$ cat src/rtl/cpu_isa_pkg.sv
// ISA definitions shared by the pipeline control blocks: opcodes, field slices
// and the producer/consumer register-usage rules.
package cpu_isa_pkg;

    localparam logic [31:0] NOP_INSTR = 32'h6800_0000;
    localparam logic [3:0]  RA_IDX    = 4'd15;

    typedef enum logic [4:0] {
        OP_ADD  = 5'b00000,
        OP_SUB  = 5'b00001,
        OP_MUL  = 5'b00010,
        OP_DIV  = 5'b00011,
        OP_MOD  = 5'b00100,
        OP_CMP  = 5'b00101,
        OP_AND  = 5'b00110,
        OP_OR   = 5'b00111,
        OP_NOT  = 5'b01000,
        OP_MOV  = 5'b01001,
        OP_LSL  = 5'b01010,
        OP_LSR  = 5'b01011,
        OP_ASR  = 5'b01100,
        OP_NOP  = 5'b01101,
        OP_LD   = 5'b01110,
        OP_ST   = 5'b01111,
        OP_BEQ  = 5'b10000,
        OP_BGT  = 5'b10001,
        OP_B    = 5'b10010,
        OP_CALL = 5'b10011,
        OP_RET  = 5'b10100
    } opcode_e;

    typedef enum logic [1:0] {
        FWD_NONE = 2'b00,
        FWD_MA   = 2'b01,
        FWD_RW   = 2'b10
    } fwd_sel_e;

    function automatic opcode_e opcode_of(input logic [31:0] instr);
        return opcode_e'(instr[31:27]);
    endfunction

    function automatic logic imm_of(input logic [31:0] instr);
        return instr[26];
    endfunction

    function automatic logic [3:0] rd_of(input logic [31:0] instr);
        return instr[25:22];
    endfunction

    function automatic logic [3:0] rs1_of(input logic [31:0] instr);
        return instr[21:18];
    endfunction

    function automatic logic [3:0] rs2_of(input logic [31:0] instr);
        return instr[17:14];
    endfunction

    function automatic logic writes_dest(input logic [31:0] instr);
        case (opcode_of(instr))
            OP_NOP, OP_CMP, OP_ST, OP_B, OP_BEQ, OP_BGT, OP_RET: return 1'b0;
            default:                                             return 1'b1;
        endcase
    endfunction

    function automatic logic [3:0] dest_of(input logic [31:0] instr);
        return (opcode_of(instr) == OP_CALL) ? RA_IDX : rd_of(instr);
    endfunction

    // ret reads the link register implicitly, so its rs1 field is ignored.
    function automatic logic [3:0] src_a_of(input logic [31:0] instr, output logic valid);
        case (opcode_of(instr))
            OP_NOP, OP_B, OP_BEQ, OP_BGT, OP_CALL, OP_NOT, OP_MOV: valid = 1'b0;
            default:                                               valid = 1'b1;
        endcase
        return (opcode_of(instr) == OP_RET) ? RA_IDX : rs1_of(instr);
    endfunction

    function automatic logic [3:0] src_b_of(input logic [31:0] instr, output logic valid);
        valid = !imm_of(instr) && (instr[31:27] <= OP_ASR);
        return rs2_of(instr);
    endfunction

endpackage

$ cat src/rtl/stage_conflict_check.sv
// Compares the destination of an older (producer) instruction against the
// sources of a younger (consumer) instruction.
module stage_conflict_check
    import cpu_isa_pkg::*;
(
    input  logic [31:0] instr_producer_i,
    input  logic [31:0] instr_consumer_i,
    output logic        hit_a_o,
    output logic        hit_b_o,
    output logic        hit_st_o
);

    logic       a_valid;
    logic       b_valid;
    logic [3:0] a_idx;
    logic [3:0] b_idx;
    logic [3:0] dest;
    logic       wr;

    always_comb begin
        // NOTE: every combinational output gets a default first, so no path leaves it unassigned (no latch).
        a_valid  = 1'b0;
        b_valid  = 1'b0;
        hit_a_o  = 1'b0;
        hit_b_o  = 1'b0;
        hit_st_o = 1'b0;

        wr    = writes_dest(instr_producer_i);
        dest  = dest_of(instr_producer_i);
        a_idx = src_a_of(instr_consumer_i, a_valid);
        b_idx = src_b_of(instr_consumer_i, b_valid);

        if (wr) begin
            hit_a_o  = a_valid && (a_idx == dest);
            hit_b_o  = b_valid && (b_idx == dest);
            hit_st_o = (opcode_of(instr_consumer_i) == OP_ST) && (rd_of(instr_consumer_i) == dest);
        end
    end

endmodule

$ cat src/rtl/operand_forwarding_unit.sv
// Pipeline latch tracking for OF/EX/MA/RW with load-use bubbles, branch flushes
// and the operand forwarding mux selects for the datapath.
module operand_forwarding_unit
    import cpu_isa_pkg::*;
(
    input  logic        clk,
    input  logic        rst_n,
    input  logic [31:0] fetch_instr,
    input  logic        stall_in,
    input  logic        flush,
    output logic        fetch_ready,
    output logic [31:0] of_instr,
    output logic [31:0] ex_instr,
    output logic [31:0] ma_instr,
    output logic [31:0] rw_instr,
    output logic        load_use_stall,
    output logic        fwd_of_a_sel,
    output logic        fwd_of_b_sel,
    output logic [1:0]  fwd_ex_a_sel,
    output logic [1:0]  fwd_ex_b_sel,
    output logic        fwd_ma_st_sel
);

    logic [31:0] of_q, ex_q, ma_q, rw_q;
    logic [31:0] of_d, ex_d, ma_d, rw_d;

    logic ma_ex_a, ma_ex_b, ma_ex_st;
    logic rw_ex_a, rw_ex_b, rw_ex_st;
    logic rw_ma_a, rw_ma_b, rw_ma_st;
    logic rw_of_a, rw_of_b, rw_of_st;
    logic ex_of_a, ex_of_b, ex_of_st;
    logic ma_is_ld, ex_is_ld;
    logic unused_hits;

    stage_conflict_check u_ma_ex (
        .instr_producer_i (ma_q),
        .instr_consumer_i (ex_q),
        .hit_a_o          (ma_ex_a),
        .hit_b_o          (ma_ex_b),
        .hit_st_o         (ma_ex_st)
    );

    stage_conflict_check u_rw_ex (
        .instr_producer_i (rw_q),
        .instr_consumer_i (ex_q),
        .hit_a_o          (rw_ex_a),
        .hit_b_o          (rw_ex_b),
        .hit_st_o         (rw_ex_st)
    );

    stage_conflict_check u_rw_ma (
        .instr_producer_i (rw_q),
        .instr_consumer_i (ma_q),
        .hit_a_o          (rw_ma_a),
        .hit_b_o          (rw_ma_b),
        .hit_st_o         (rw_ma_st)
    );

    stage_conflict_check u_rw_of (
        .instr_producer_i (rw_q),
        .instr_consumer_i (of_q),
        .hit_a_o          (rw_of_a),
        .hit_b_o          (rw_of_b),
        .hit_st_o         (rw_of_st)
    );

    stage_conflict_check u_ex_of (
        .instr_producer_i (ex_q),
        .instr_consumer_i (of_q),
        .hit_a_o          (ex_of_a),
        .hit_b_o          (ex_of_b),
        .hit_st_o         (ex_of_st)
    );

    // Store data already reaches MA through the rd-field path, and MA itself
    // only consumes store data, so these pair results have no datapath user.
    assign unused_hits = ^{ma_ex_st, rw_ex_st, rw_ma_a, rw_ma_b, rw_of_st};

    assign ma_is_ld = (opcode_of(ma_q) == OP_LD);
    assign ex_is_ld = (opcode_of(ex_q) == OP_LD);

    assign load_use_stall = ex_is_ld && (ex_of_a || ex_of_b || ex_of_st);
    assign fetch_ready    = !stall_in && !load_use_stall;

    assign fwd_of_a_sel  = rw_of_a;
    assign fwd_of_b_sel  = rw_of_b;
    assign fwd_ma_st_sel = rw_ma_st;

    // The youngest producer wins; a load in MA has no data yet and is never a source.
    always_comb begin
        fwd_ex_a_sel = FWD_NONE;
        fwd_ex_b_sel = FWD_NONE;
        if (ma_ex_a && !ma_is_ld) fwd_ex_a_sel = FWD_MA;
        else if (rw_ex_a)         fwd_ex_a_sel = FWD_RW;
        if (ma_ex_b && !ma_is_ld) fwd_ex_b_sel = FWD_MA;
        else if (rw_ex_b)         fwd_ex_b_sel = FWD_RW;
    end

    always_comb begin
        of_d = of_q;
        ex_d = ex_q;
        ma_d = ma_q;
        rw_d = rw_q;
        if (stall_in) begin
            of_d = of_q;
        end else if (flush) begin
            of_d = NOP_INSTR;
            ex_d = NOP_INSTR;
            ma_d = ex_q;
            rw_d = ma_q;
        end else if (load_use_stall) begin
            ex_d = NOP_INSTR;
            ma_d = ex_q;
            rw_d = ma_q;
        end else begin
            of_d = fetch_instr;
            ex_d = of_q;
            ma_d = ex_q;
            rw_d = ma_q;
        end
    end

    always_ff @(posedge clk or negedge rst_n) begin
        if (!rst_n) begin
            of_q <= NOP_INSTR;
            ex_q <= NOP_INSTR;
            ma_q <= NOP_INSTR;
            rw_q <= NOP_INSTR;
        end else begin
            // NOTE: non-blocking assignments so every latch samples the pre-edge values of the others.
            of_q <= of_d;
            ex_q <= ex_d;
            ma_q <= ma_d;
            rw_q <= rw_d;
        end
    end

    assign of_instr = of_q;
    assign ex_instr = ex_q;
    assign ma_instr = ma_q;
    assign rw_instr = rw_q;

endmodule

$ cat config.mk
export PLATFORM = sky130hd
export DESIGN_NAME = operand_forwarding_unit
export DESIGN_NICKNAME = d
export VERILOG_FILES = /design/src/rtl/cpu_isa_pkg.sv /design/src/rtl/stage_conflict_check.sv /design/src/rtl/operand_forwarding_unit.sv
export SDC_FILE = /design/constraint.sdc
export NUM_CORES = 1
export LEC_CHECK = 0
export CAP_MARGIN = 20
export CELL_PAD_IN_SITES_DETAIL_PLACEMENT = 1
export CELL_PAD_IN_SITES_GLOBAL_PLACEMENT = 1
export CORE_AREA = 4 4 171 173
export CTS_CLUSTER_DIAMETER = 30
export DETAILED_ROUTE_END_ITERATION = 16
export DIE_AREA = 0 0 175 177
export PLACE_DENSITY = 0.66
export SLEW_MARGIN = 30
export SYNTH_ARGS = -nofsm -noshare
export SYNTH_HDL_FRONTEND = slang
export SYNTH_SLANG_ARGS = --single-unit
$ cat constraint.sdc
create_clock -name clk -period 3.45 [get_ports clk]
set_input_delay 0.69 -clock clk [delete_from_list [all_inputs] [get_ports clk]]
set_output_delay 0.69 -clock clk [all_outputs]
set_load 0.05 [all_outputs]
==> results of run 1 <==
## worst reg2reg max path, stage by stage, from the launching register on
cell       delay (ns)
dfstp_2          0.54
buf_4            0.12
and4bb_4         0.22
a2111oi_2        0.41
a31o_1           0.17
o21ai_2          0.08
o221ai_4         0.27
or2_4            0.19
buf_4            0.47
o311ai_0         0.21
## Yosys cell counts, types with 5 or more instances
cell	n
dfrtp_1	116
mux2_2	64
nand2_1	44
clkbuf_1	37
nor2b_1	37
inv_1	36
nand3b_1	29
a22o_1	28
o311ai_2	26
nor2_1	23
a21oi_1	17
xnor2_1	13
dfstp_2	12
xor2_1	11
o21ai_0	10
buf_2	8
nand3_1	8
nor3_1	6
buf_6	5
mux2i_1	5
nor4b_1	5
## stage by stage
step                std cells  setup TNS, ns
global route             1171         -0.131
global placement         1131              0
floorplan                 617         -0.375
detailed placement       1131              0
CTS                      1167         -0.144
finish                   1171              0
## area by class of cell
class                   instances  area, um2  area share
clock buffers                  17        425      0.0433
flip-flops and latches        128       3220       0.328
clock inverters                15        175      0.0178
well taps                     378        473      0.0482
repair buffers                200       2060       0.210
multi-input cells             397       3330       0.339
inverters                      36        135      0.0138
## per-layer routing
layer  vias to the layer above  part of all wire  track usage
met4                         2             0.012       0.0390
met2                       125              0.49        0.246
met1                      2807              0.46        0.194
met3                        24             0.036       0.0297
li1                       2550                 -            -
met5                         -           0.00058            0
## flip-flops by register name, indices dropped and copies added (netlist names)
register  cells
ex_instr     32
of_instr     32
ma_instr     32
rw_instr     32
## power breakdown
part	internal, uW	switching (uW)	total, uW	leakage [uW]
Sequential	1630	166	1800	0.00168
Clock	1090	783	1870	0.000286
Combinational	535	842	1380	0.00209
Total	3260	1790	5050	0.00406
## cells by family (layout without fill, tap and decap cells)
kind of cell             after synthesis  after routing
flip-flops                           128            128
adder cells (fa/ha/maj)                2              2
buffers and inverters                 92            268
AND/OR/NAND/NOR                      181            181
AO/OA/AOI/OAI                        121            121
multiplexers                          69             69
XOR/XNOR                              24             24
## how the worst min path moves through the flow
stage / to / slack, ns / cells after the start
detailed placement: rw_instr[11] / 0.49 / 1
global placement: rw_instr[17] / 0.49 / 1
finish: rw_instr[7] / 0.23 / 1
global route: rw_instr[7] / 0.26 / 1
CTS: rw_instr[7] / 0.25 / 1
floorplan: ex_instr[0] / 0.39 / 0
## repair_timing
item | 4_1_cts | 5_1_grt
gates cloned | 1 | 0
buffers inserted | 3 | 4
resized for setup | 7 | 15
setup endpoints to repair | 4 | 7
endpoints found under the hold margin | 0 | 0
pin swaps | 2 | 9
==> metrics.yaml, run 1 <==
layout_commonest_cell: "clkdlybuf4s50_1"
rr_endpoint: "of_instr[23]"
initial_core_util: 0.246
fin_util: 0.355
endpoint_kind: "primary output"
htreeDepth: 4
dr_total_vias: 5508
worst-path-max-fanout: 7
cp_slowest_stage_delay_ns: 0.59
insertion_delay_ns: 0.42
hold_violations: 0
cp-startpoint: "ex_instr[27]"
p_leak_uw: 0.00406
final_cell_mix: "clkdlybuf4s50_1, dfrtp_1, mux2_2, nand2_1, nor2b_1"
worst_setup_path_start_kind: "register"
ys_seq_area_frac: 0.473
slew_headroom: 0.560
path_buf_inv: 1
synth_xor_area_frac: 0.0309
synth.distinct_cells: 60
grt_pass1_vias: 5761
hold_path_class: "input pin to asynchronous set/reset pin"
setup_slack_ns: 0.0919
drc: 0
syn_inst: 617
synth-compound-area-share: 0.169
endpoint: "fwd_ex_a_sel[1]"
nFillCells: 3051
diodes: 0
path_clk_slew_ns: 0.07
synth_adder_area_share: 0.00294
drtAntennaViolNets: 0
numPortBuffers: 172
crit_type: "register to primary output"
ys_dominant_reg_cell: "dfrtp_1"
grt_max_degree: 120
nNetsFinal: 816
drv_slew: 0
root_buffer: "clkbuf_16"
numCtsBuffers: 17
status: "finished clean"
worstMarginPinSlew_ns: 0.660
yosysTopAreaCellShare: 0.426
drtIter0Drc: 226
wirelength_mm: 22.6
drive_above_1_share: 0.255
grt_usage: 0.147
place_area_um2: 9050
die-area_um2: 31000
fin_skew_ns: 0.0109
stdcell_area_um2: 9810
routed_via_density: 4.70
period_needed_ns: 3.36
die_w_um: 175
rsz0062_at_grt: "true"
cp.depth: 8
cts_tree: "done"
grt_overflow_total: 0
power_uw: 5050
setup_viol: 0
synth.yosys.warnings: 0
clock-sinks: 128
fmax_mhz: 298
die_y_um: 177
synth_mux_area_frac: 0.113
r2r-start: "ex_instr[29]"
ir_drop_mv: 0.251
worstPathCellList: "and2b_2 -> nor4bb_4 -> nor2_2 -> mux2i_1 -> o32ai_1 -> o2111a_2 -> nor4bb_4 -> buf_12"
post-place-ws_ns: 0.327
synthTopCellsByArea: "dfrtp_1, mux2_2, o311ai_2, dfstp_2, a22o_1"
critPathArrivalTime_ns: 2.67
async_flop_share: 1.00
reg2reg_depth: 9
crit_path_frequent_cell: "nor4bb_4"
cpLargestDelayFamily: "simple AND/OR/NAND/NOR gates"
required_ns: 2.76
dr.pass1.iters: 4
synth_seq_cells: 128
synth_edf_count: 0
p_per_area_nw_per_um2: 515
synth_top_family_by_area: "compound AO/OA/AOI/OAI gates"
coreArea_um2: 27600
whs_ns: 0.233
avgSynthCellArea_um2: 11.0
grt_pass1_wl_mm: 35.4
max_cap_viol_count: 0
dp_hpwl_mm: 15.7
yosys.area_share.simple: 0.153
rows: 61
netlist_area_um2: 6810
synthToLayoutAreaGrowth_pct: 44.1
cts_buffer_depth: 2
place.gp.congestion: 0.811
yosys.area.top_type: "dfrtp_1"
grt_antenna_before_repair: 1
wl_per_cell_um: 19.3
ioPinCount: 173
crit_slowest_cell: "dfstp_2"
reg2reg_setup_slack_ns: 0.62
min_period_over_period: 0.973
holdBufCountCts: 0
syn-num-nets: 653
Power figures use the tool's default switching activity.
==> inputs of run 2 (changes only) <==
--- a/config.mk
+++ b/config.mk
@@ -12,6 +12,7 @@
 export CTS_CLUSTER_DIAMETER = 30
 export DETAILED_ROUTE_END_ITERATION = 16
 export DIE_AREA = 0 0 175 177
+export GPL_TIMING_DRIVEN = 0
 export PLACE_DENSITY = 0.66
 export SLEW_MARGIN = 30
 export SYNTH_ARGS = -nofsm -noshare
==> run 2 against run 1 <==
Critical path depth grew 1. Clock-buffer cell count grew 1. Setup slack lost 0.0074 ns. Die area is the same.
==> metrics.yaml, run 2 (synthesis gave the netlist of run 1 again) <==
stdcell_area_um2: 10100  # +2.5%
fin_util: 0.364  # +0.00874
numPortBuffers: 171  # -0.58%
grt_max_degree: 69  # -43%
cpLargestDelayFamily: "simple AND/OR/NAND/NOR gates"
fin_skew_ns: 0.00950  # -0.00138 ns
cts_buffer_depth: 2  # unchanged
crit_slowest_cell: "dfrtp_2"
endpoint_kind: "primary output"
drv_slew: 0  # unchanged
status: "finished clean"
dp_hpwl_mm: 17.6  # +12%
final_cell_mix: "clkdlybuf4s50_1, dfrtp_1, mux2_2, nand2_1, nor2b_1"
dr.pass1.iters: 5  # +1
holdBufCountCts: 0  # unchanged
grt_pass1_wl_mm: 37.5  # +5.8%
p_leak_uw: 0.00419  # +3.2%
reg2reg_depth: 11  # +2
worst-path-max-fanout: 10  # +3
rows: 61  # unchanged
worstPathCellList: "buf_4 -> nor4bb_4 -> buf_6 -> nor2_1 -> o22ai_2 -> o32ai_2 -> o2111a_2 -> nor4bb_4 -> buf_6"
layout_commonest_cell: "clkdlybuf4s50_1"
initial_core_util: 0.246  # unchanged
path_clk_slew_ns: 0.06  # about the same
drtIter0Drc: 277  # +23%
insertion_delay_ns: 0.42  # about the same
intPower_uw: 3260  # about the same
routed_via_density: 4.68  # -0.40%
die_w_um: 175  # unchanged
stdcell_count: 1225  # +4.6%
die-area_um2: 31000  # unchanged
reg2reg_setup_slack_ns: 0.64  # +0.02 ns
hold_path_class: "input pin to asynchronous set/reset pin"
grt_usage: 0.156  # +0.00929
dr_total_vias: 5739  # +4.2%
grt_pass1_vias: 6035  # +4.8%
period_needed_ns: 3.37  # +0.00738 ns
p_sw_uw: 1780  # -0.68%
ioPinCount: 173  # unchanged
root_buffer: "clkbuf_16"
setup_slack_ns: 0.0845  # -0.00738 ns
nNetsFinal: 870  # +6.6%
die_y_um: 177  # unchanged
power_frac_seq: 0.355  # about the same
grt_overflow_total: 0  # unchanged
drive_above_1_share: 0.263  # +0.00855
wl_per_cell_um: 19.6  # +1.5%
worstMarginPinSlew_ns: 0.800  # +0.139 ns
slew_headroom: 0.467  # -0.0928
max_cap_viol_count: 0  # unchanged
setup_viol: 0  # unchanged
fmax_mhz: 297  # -0.22%
numCtsBuffers: 17  # unchanged
place.gp.congestion: 0.821  # +1.1%
worst_setup_path_start_kind: "register"
drc: 0  # unchanged
grt_antenna_before_repair: 0  # -1
post-place-ws_ns: -0.631  # -0.959 ns
place_area_um2: 9080  # +0.36%
r2r-start: "ex_instr[30]"
rsz0062_at_grt: "true"
coreArea_um2: 27600  # unchanged
synthToLayoutAreaGrowth_pct: 47.7
pwr-share-comb: 0.283  # +0.010
diodes: 0  # unchanged
htreeDepth: 4  # unchanged
path_buf_inv: 3  # +2
wirelength_mm: 24.0  # +6.2%
p_per_area_nw_per_um2: 501  # -2.7%
nFillCells: 3101  # +1.6%
clkPwrFrac: 0.362  # -0.009
cp_slowest_stage_delay_ns: 0.45  # -0.14 ns
whs_ns: 0.218  # -0.0149 ns
cts_tree: "done"
ir_drop_mv: 0.319  # +27%
clock-sinks: 128  # unchanged
switching_share: 0.353  # -0.00149
required_ns: 2.76  # about the same
critPathArrivalTime_ns: 2.68  # about the same
min_period_over_period: 0.976  # +0.00214
drtAntennaViolNets: 0  # unchanged
hold_violations: 0  # unchanged
placedCellCount: 1167  # +3.2%
crit_type: "register to primary output"
rr_endpoint: "of_instr[7]"
run 2: changes by cell type in the layout (fill, tap and decap cells not counted), sizes merged:
cell,before,now
clkbuf,17,53
buf,39,58
inv,45,40
clkinv,1,3
clkinvlp,3,5
bufbuf,1,0
clkdlybuf4s50,160,161
run 2: how the worst max path moves through the flow:
stage                 startpoint  cells after the start         endpoint
global placement           rst_n                      1     rw_instr[31]
global route        ex_instr[29]                     10   load_use_stall
detailed placement  rw_instr[30]                      9  fwd_ex_a_sel[1]
CTS                 ex_instr[29]                      9  fwd_ex_a_sel[1]
floorplan           ma_instr[28]                      8  fwd_ex_b_sel[1]
finish              ex_instr[28]                      9  fwd_ex_a_sel[1]
run 2: power by group through the flow:
stage / Clock (uW) / Sequential, uW / Combinational, uW
2_1_floorplan: 0 / 2200 / 462
3_3_place_gp: 0 / 1800 / 1360
3_5_place_dp: 0 / 1800 / 1380
4_1_cts: 1870 / 1780 / 1420
5_1_grt: 1950 / 1810 / 1510
6_report: 1820 / 1790 / 1430
run 2: routing by layer:
layer | wire length [um] | vias up | GRT usage
met2 | 11600 | 132 | 0.255
met1 | 11000 | 2929 | 0.209
met3 | 1120 | 17 | 0.0355
met5 | 0 | - | 0
li1 | - | 2661 | -
met4 | 244 | 0 | 0.0419
run 2: per-stage QoR:
| stage | setup TNS (ns) | power (uW) |
|---|---|---|
| after floorplan | -0.375 | 2660 |
| after global placement | -477.04 | 3150 |
| after detailed placement | -2.69 | 3190 |
| after CTS | -0.122 | 5070 |
| after global routing | -0.143 | 5260 |
| final | 0 | 5040 |
run 2: area by class of cell:
type | count | area [um2] | share of cell area
multi-input cells | 397 | 3390 | 0.337
flip-flops and latches | 128 | 3220 | 0.320
repair buffers | 205 | 2010 | 0.200
well taps | 378 | 473 | 0.0470
clock buffers | 18 | 429 | 0.0427
plain buffers | 49 | 236 | 0.0235
clock inverters | 14 | 159 | 0.0158
inverters | 36 | 140 | 0.0139
run 2: what timing repair did:
action / in CTS / in global routing
resized for setup: 74 / 38
buffers inserted: 21 / 12
pin swaps: 16 / 15
setup endpoints to repair: 9 / 9
